**config.mk**
```make
export PLATFORM = sky130hd
export DESIGN_NAME = alu_datapath_flat
export DESIGN_NICKNAME = d
export VERILOG_FILES = /design/src/rtl/alu_pkg.sv /design/src/rtl/alu_datapath_if.sv /design/src/rtl/alu_adder9.sv /design/src/rtl/alu_datapath.sv /design/src/flat_wrapper.sv
export SDC_FILE = /design/constraint.sdc
export NUM_CORES = 1
export LEC_CHECK = 0
export CAP_MARGIN = 20
export CORE_MARGIN = 10
export CORE_UTILIZATION = 50
export CTS_CLUSTER_DIAMETER = 60
export DETAILED_ROUTE_END_ITERATION = 12
export PLACE_DENSITY = 0.74
export SYNTH_ARGS = -nofsm -noshare
export SYNTH_HDL_FRONTEND = slang
export SYNTH_SLANG_ARGS = --single-unit
```
**constraint.sdc**
```tcl
create_clock -name clk -period 2.6 [get_ports clk]
set_input_delay 0.52 -clock clk [delete_from_list [all_inputs] [get_ports clk]]
set_output_delay 0.52 -clock clk [all_outputs]
set_load 0.05 [all_outputs]
```
**src/rtl/alu_pkg.sv**
```systemverilog
// alu_pkg: shared constants for the 8-bit ALU datapath.
//   W       operand width
//   CNT_W   iteration counter width (clog2(W))
//   C_*     bit positions of the micro-ops inside the 11-bit control word
//   ovf9    signed 8-bit overflow of a 9-bit sign-extended sum
package alu_pkg;

  localparam int W     = 8;
  localparam int CNT_W = 3;
  localparam int C_W   = 11;

  localparam int C_LDX  = 0;
  localparam int C_LDY  = 1;
  localparam int C_MVA  = 2;
  localparam int C_ADD  = 3;
  localparam int C_SUB  = 4;
  localparam int C_OUTA = 5;
  localparam int C_ASHR = 6;
  localparam int C_CNT  = 7;
  localparam int C_OUTQ = 8;
  localparam int C_SHL  = 9;
  localparam int C_QBIT = 10;

  // Bits 8 and 7 disagree exactly when the signed 8-bit result overflowed.
  function automatic logic ovf9(input logic [8:0] s);
    return s[8] ^ s[7];
  endfunction

endpackage

```
**src/rtl/alu_datapath_if.sv**
```systemverilog
// alu_datapath_if: control/data bundle between the ALU control unit (master)
// and the datapath (slave).
//   inbus   operand byte, c   11-bit control word          (master -> slave)
//   outbus  result byte, q0/q_1/a_8/cnt status bits         (slave -> master)
//   ovf     sticky signed overflow, present only with ALU_OVF_EN defined
interface alu_datapath_if;
  import alu_pkg::*;

  logic [W-1:0]     inbus;
  logic [C_W-1:0]   c;
  logic [W-1:0]     outbus;
  logic             q0;
  logic             q_1;
  logic             a_8;
  logic [CNT_W-1:0] cnt;
`ifdef ALU_OVF_EN
  logic             ovf;
`endif

  modport master (
    output inbus, c,
`ifdef ALU_OVF_EN
    input  ovf,
`endif
    input  outbus, q0, q_1, a_8, cnt
  );

  modport slave (
    input  inbus, c,
`ifdef ALU_OVF_EN
    output ovf,
`endif
    output outbus, q0, q_1, a_8, cnt
  );

endinterface

```
**src/rtl/alu_adder9.sv**
```systemverilog
// alu_adder9: combinational 9-bit adder/subtractor shared by add, subtract,
// Booth multiply and non-restoring divide.
//   a, b  9-bit operands
//   sub   1 selects a - b (a + ~b + 1), 0 selects a + b
//   sum   9-bit result, modulo 2^9
module alu_adder9 (
  input  logic [8:0] a,
  input  logic [8:0] b,
  input  logic       sub,
  output logic [8:0] sum
);

  logic [8:0] b_eff;

  // Invert b and inject the carry for two's-complement subtraction.
  always_comb begin
    b_eff = sub ? ~b : b;
    sum   = a + b_eff + {8'd0, sub};
  end

endmodule

```
**src/rtl/alu_datapath.sv**
```systemverilog
// alu_datapath: register/arithmetic datapath of the 8-bit ALU. Executes one
// control word per clock on registers A[8:0], Q[7:0], Q_1, M[7:0], dm, cnt.
//   clk     rising-edge clock
//   rst_b   asynchronous active-low reset, clears every register
//   bus     alu_datapath_if.slave: inbus/c in; outbus, q0, q_1, a_8, cnt out
// Optional: define ALU_OVF_EN to add the sticky signed-overflow output ovf.
module alu_datapath
  import alu_pkg::*;
(
  input  logic          clk,
  input  logic          rst_b,
  alu_datapath_if.slave bus
);

  logic [8:0]       a_r, a_nx;
  logic [W-1:0]     q_r, q_nx;
  logic             q1_r, q1_nx;
  logic [W-1:0]     m_r, m_nx;
  logic             dm_r, dm_nx;
  logic [CNT_W-1:0] cnt_r, cnt_nx;
  logic [W-1:0]     out_r, out_nx;
  logic [8:0]       mx;
  logic [8:0]       sum;
  logic             sub_op;
  logic [C_W-1:0]   c;

  assign c = bus.c;

  // Divide treats M as unsigned; add/sub/Booth treat it as signed.
  assign mx     = dm_r ? {1'b0, m_r} : {m_r[7], m_r};
  assign sub_op = c[C_ADD] & c[C_SUB];

  alu_adder9 u_adder (
    .a   (a_r),
    .b   (mx),
    .sub (sub_op),
    .sum (sum)
  );

  // Next-state selection; the if-chains encode the write priority between
  // micro-ops that target the same register.
  always_comb begin
    a_nx   = a_r;
    q_nx   = q_r;
    q1_nx  = q1_r;
    m_nx   = m_r;
    dm_nx  = dm_r;
    cnt_nx = cnt_r;
    out_nx = out_r;

    if (c[C_LDX])       a_nx = 9'd0;
    else if (c[C_MVA])  a_nx = {q_r[7], q_r};
    else if (c[C_SHL])  a_nx = {a_r[7:0], q_r[7]};
    else if (c[C_ADD])  a_nx = sum;
    else if (c[C_ASHR]) a_nx = {a_r[8], a_r[8:1]};
    else                a_nx = a_r;

    // Quotient bit looks at the sign of the A being written this cycle.
    if (c[C_LDX])       q_nx = bus.inbus;
    else if (c[C_SHL])  q_nx = {q_r[6:0], 1'b0};
    else if (c[C_ASHR]) q_nx = {a_r[0], q_r[7:1]};
    else if (c[C_QBIT]) q_nx = {q_r[7:1], ~a_nx[8]};
    else                q_nx = q_r;

    if (c[C_LDX])       q1_nx = 1'b0;
    else if (c[C_ASHR]) q1_nx = q_r[0];
    else                q1_nx = q1_r;

    if (c[C_LDY]) m_nx = bus.inbus;
    else          m_nx = m_r;

    if (c[C_LDX])      dm_nx = 1'b0;
    else if (c[C_SHL]) dm_nx = 1'b1;
    else               dm_nx = dm_r;

    if (c[C_LDX])      cnt_nx = {CNT_W{1'b0}};
    else if (c[C_CNT]) cnt_nx = cnt_r + {{(CNT_W-1){1'b0}}, 1'b1};
    else               cnt_nx = cnt_r;

    if (c[C_OUTQ])      out_nx = q_r;
    else if (c[C_OUTA]) out_nx = a_r[7:0];
    else                out_nx = out_r;
  end

  // Datapath register bank.
  always_ff @(posedge clk or negedge rst_b) begin
    if (!rst_b) begin
      a_r   <= 9'd0;
      q_r   <= 8'd0;
      q1_r  <= 1'b0;
      m_r   <= 8'd0;
      dm_r  <= 1'b0;
      cnt_r <= {CNT_W{1'b0}};
      out_r <= 8'd0;
    end else begin
      a_r   <= a_nx;
      q_r   <= q_nx;
      q1_r  <= q1_nx;
      m_r   <= m_nx;
      dm_r  <= dm_nx;
      cnt_r <= cnt_nx;
      out_r <= out_nx;
    end
  end

  assign bus.outbus = out_r;
  assign bus.q0     = q_r[0];
  assign bus.q_1    = q1_r;
  assign bus.a_8    = a_r[8];
  assign bus.cnt    = cnt_r;

`ifdef ALU_OVF_EN
  logic ovf_r, ovf_nx;

  // Overflow only means something for signed add/sub that is not combined
  // with a shift; once set it stays until the next operand load.
  always_comb begin
    ovf_nx = ovf_r;
    if (c[C_LDX])
      ovf_nx = 1'b0;
    else if (c[C_ADD] && !dm_r && !c[C_ASHR] && !c[C_SHL])
      ovf_nx = ovf_r | ovf9(a_nx);
    else
      ovf_nx = ovf_r;
  end

  // Sticky overflow flag.
  always_ff @(posedge clk or negedge rst_b) begin
    if (!rst_b) ovf_r <= 1'b0;
    else        ovf_r <= ovf_nx;
  end

  assign bus.ovf = ovf_r;
`endif

endmodule

```
**src/flat_wrapper.sv**
```systemverilog
// flat-port wrapper written by rule: the top's interface ports become plain ports
module alu_datapath_flat import alu_pkg::*;
  (clk, rst_b, bus_inbus, bus_c, bus_outbus, bus_q0, bus_q_1, bus_a_8, bus_cnt);
  alu_datapath_if bus_i ();
  input  logic clk;
  input  logic rst_b;
  input wire logic [$bits(bus_i.inbus)-1:0] bus_inbus;
  input wire logic [$bits(bus_i.c)-1:0] bus_c;
  output wire logic [$bits(bus_i.outbus)-1:0] bus_outbus;
  output wire logic [$bits(bus_i.q0)-1:0] bus_q0;
  output wire logic [$bits(bus_i.q_1)-1:0] bus_q_1;
  output wire logic [$bits(bus_i.a_8)-1:0] bus_a_8;
  output wire logic [$bits(bus_i.cnt)-1:0] bus_cnt;
  assign bus_i.inbus = bus_inbus;
  assign bus_i.c = bus_c;
  assign bus_outbus = bus_i.outbus;
  assign bus_q0 = bus_i.q0;
  assign bus_q_1 = bus_i.q_1;
  assign bus_a_8 = bus_i.a_8;
  assign bus_cnt = bus_i.cnt;
  alu_datapath u_core (.clk(clk), .rst_b(rst_b), .bus(bus_i));
endmodule
```
==> reports/metrics.yaml <==
cts_inserted_buffers: 5
syn_nets: 290
max_freq_mhz: 410
clock-sinks: 38
crit_path_max_fanout: 3
worst-endpoint-arrival_ps: 2650
synthMuxAreaShare: 0.118
synth_seq_area_share: 0.385
fin_nets: 337
power_density_nw_per_um2: 602
pre_cts_slack_ps: -332
r2r_slack_ps: 290
ctsHoldBuffers: 0
die_area_sq_um: 8140
syn_area_sq_um: 2470
synthArstFlopShare: 1.00
critPathKind: "in -> reg"
relSlewSlack: 0.422
skew_ps: 2.40
cts_tree: "done"
drtPass1Iterations: 4
final.setup.worst_slack_ps: 161
insertion_delay_ps: 290
status: "finished clean"
grt_antenna_before_repair: 0
vias_per_cell: 5.57
drc: 0
grt_max_degree: 39
vias: 2082
cts-root-buf: "clkbuf_8"
finalHoldViolCount: 0
ff2ff_path_depth: 8
ys_ff_latch: 38
synth_xor_area_frac: 0.0624
grt_pass1_vias: 2062
peakVddDrop_uv: 376
drv_slew: 0
routed_wl_um: 6130
yosys.area.top_type: "dfrtp_1"
grt_usage: 0.154
maxCapViolCount: 0
htreeDepth: 2
fp.dieW_um: 90.2
fin_crit_ps: 2440
core_sq_um: 4750
grt_pass1_wl_um: 10300
postSynthCellCount: 260
placed_cells: 367
yosys.area.top_type_share: 0.385
layout-drive-gt1-share: 0.156
antenna_cells: 0
synth_commonest_cells: "dfrtp_1, nand2_1, nor2_1"
timing.rr.end: "u_core.a_r[8]$_DFF_PN0_"
ys_types: 50
ant_nets: 0
r2r-start: "u_core.a_r[0]$_DFFE_PN0P_"
wire_per_inst_um: 16.4
pin_count: 35
drt_iter0_markers: 94
required_ps: 2810
rsz0062_at_grt: "false"
gp_congestion: 0.835
io_buffer_count: 34
dp_hpwl_um: 4730
synth_area_leaders: "dfrtp_1, mux2i_1, o21ai_0, ha_1, xnor2_1"
synthFlopType: "dfrtp_1"
ys_warn_count: 0
fin_cells: 374
setup-violations-final: 0
rows: 25
synth_compound_area_frac: 0.206
min_path_type: "in -> async"
post-route-period-util: 0.938
die_h_um: 90.2
post_synth.cell_area_avg_sq_um: 9.49
tightest_slew_ps: 867
clockBufferDepth: 2
grt-ovfl-total: 0
synth_top_family_by_area: "compound AO/OA/AOI/OAI gates"
crit_path_end_kind: "flop"
synth_adder_area_share: 0.0487
synth_most_common_cell: "dfrtp_1"
synth_edf_count: 0
layout-area-overhead-vs-synth_pct: 24.9
yosys.area_share.simple: 0.137
path_clk_slew_ps: 70
p_leak_nw: 1.42
initial_core_util: 0.519
start_kind: "input port"
[registers in the layout (all words and copies together), names as in the netlist]
| signal | cells |
|---|---|
| u_core.a_r | 9 |
| u_core.bus.outbus | 8 |
| u_core.m_r | 8 |
| u_core.q_r | 8 |
| u_core.bus.cnt | 3 |
| u_core.bus.q_1 | 1 |
| u_core.dm_r | 1 |
[layout make-up]
class / instances / area (sq um)
multi-input cells: 199 / 1410
well taps: 67 / 83.8
flip-flops and latches: 38 / 951
repair buffers: 56 / 498
clock buffers: 6 / 82.6
inverters: 7 / 26.3
fillers: 414 / 1670
clock inverters: 1 / 30.0
[kinds of logic after synthesis]
family,count (synthesis)
adders and majority gates,9
and+or+nand+nor,70
xor gates and xnor gates,16
muxes,28
DFF,38
buffers and inverters,23
AOI/OAI and AO/OA,76
[worst max-delay path by stage]
stage | to | start | depth (start not counted) | slack [ps]
after floorplan | u_core.a_r[8]$_DFF_PN0_ | bus_c[3] | 9 | 280
after global placement | u_core.a_r[8]$_DFF_PN0_ | bus_c[3] | 9 | -260
after detailed placement | u_core.a_r[8]$_DFF_PN0_ | bus_c[3] | 9 | -330
after CTS | u_core.a_r[8]$_DFF_PN0_ | bus_c[4] | 10 | 170
after global routing | u_core.a_r[8]$_DFF_PN0_ | bus_c[4] | 9 | 10
final | u_core.a_r[8]$_DFF_PN0_ | bus_c[4] | 10 | 160
[critical path: stages]
cell,delay (ps)
dlygate4sd2_1,300
buf_4,160
nand3b_2,70
nand2_1,70
fa_1,430
a211oi_2,230
nor2_1,110
a221oi_2,250
mux2i_1,290
nor3b_2,210
[per-stage QoR]
| stage | power [mW] | area [sq um] | util | TNS [ps] | hold slack, ps |
|---|---|---|---|---|---|
| floorplan | 1.12 | 2470 | - | 0 | 224 |
| global placement | 1.34 | 2970 | 0.625 | -1410 | 481 |
| detailed placement | 1.35 | 2970 | 0.625 | -1860 | 489 |
| CTS | 1.86 | 3080 | 0.648 | 0 | 365 |
| global route | 1.95 | 3080 | 0.648 | 0 | 382 |
| finish | 1.85 | 3080 | 0.648 | 0 | 343 |
[metal layers]
layer,wire [um],share of wire,global-route usage,vias to the layer above
li1,-,-,-,1018
met1,2810,0.46,0.199,1003
met2,2880,0.47,0.247,54
met3,370,0.060,0.0424,7
met4,68,0.011,0.0385,0
met5,0,0,0,-
[power breakdown]
group	switching (mW)	internal [mW]	total [mW]
Sequential	0.0757	0.651	0.727
Combinational	0.327	0.289	0.616
Clock	0.205	0.307	0.512
[timing repair]
item	CTS	global route
setup endpoints to repair	3	0
resized for setup	2	0
setup buffers	0	0
[layout by cell type (no fill, tap or decap), drive strengths merged, types with 3 or more instances in the layout]
| cell | instances |
|---|---|
| dfrtp | 38 |
| xor2 | 4 |
| mux2 | 8 |
| inv | 7 |
| nand2b | 3 |
| a211oi | 7 |
| a21boi | 3 |
| a21oi | 19 |
| nor2 | 25 |
| nand2 | 26 |
| buf | 23 |
| xnor2 | 11 |
| o21ai | 24 |
| nor2b | 3 |
| a21o | 9 |
| clkdlybuf4s50 | 31 |
| mux2i | 20 |
| ha | 8 |
| clkbuf | 6 |
(Power assumes the default switching activity.)
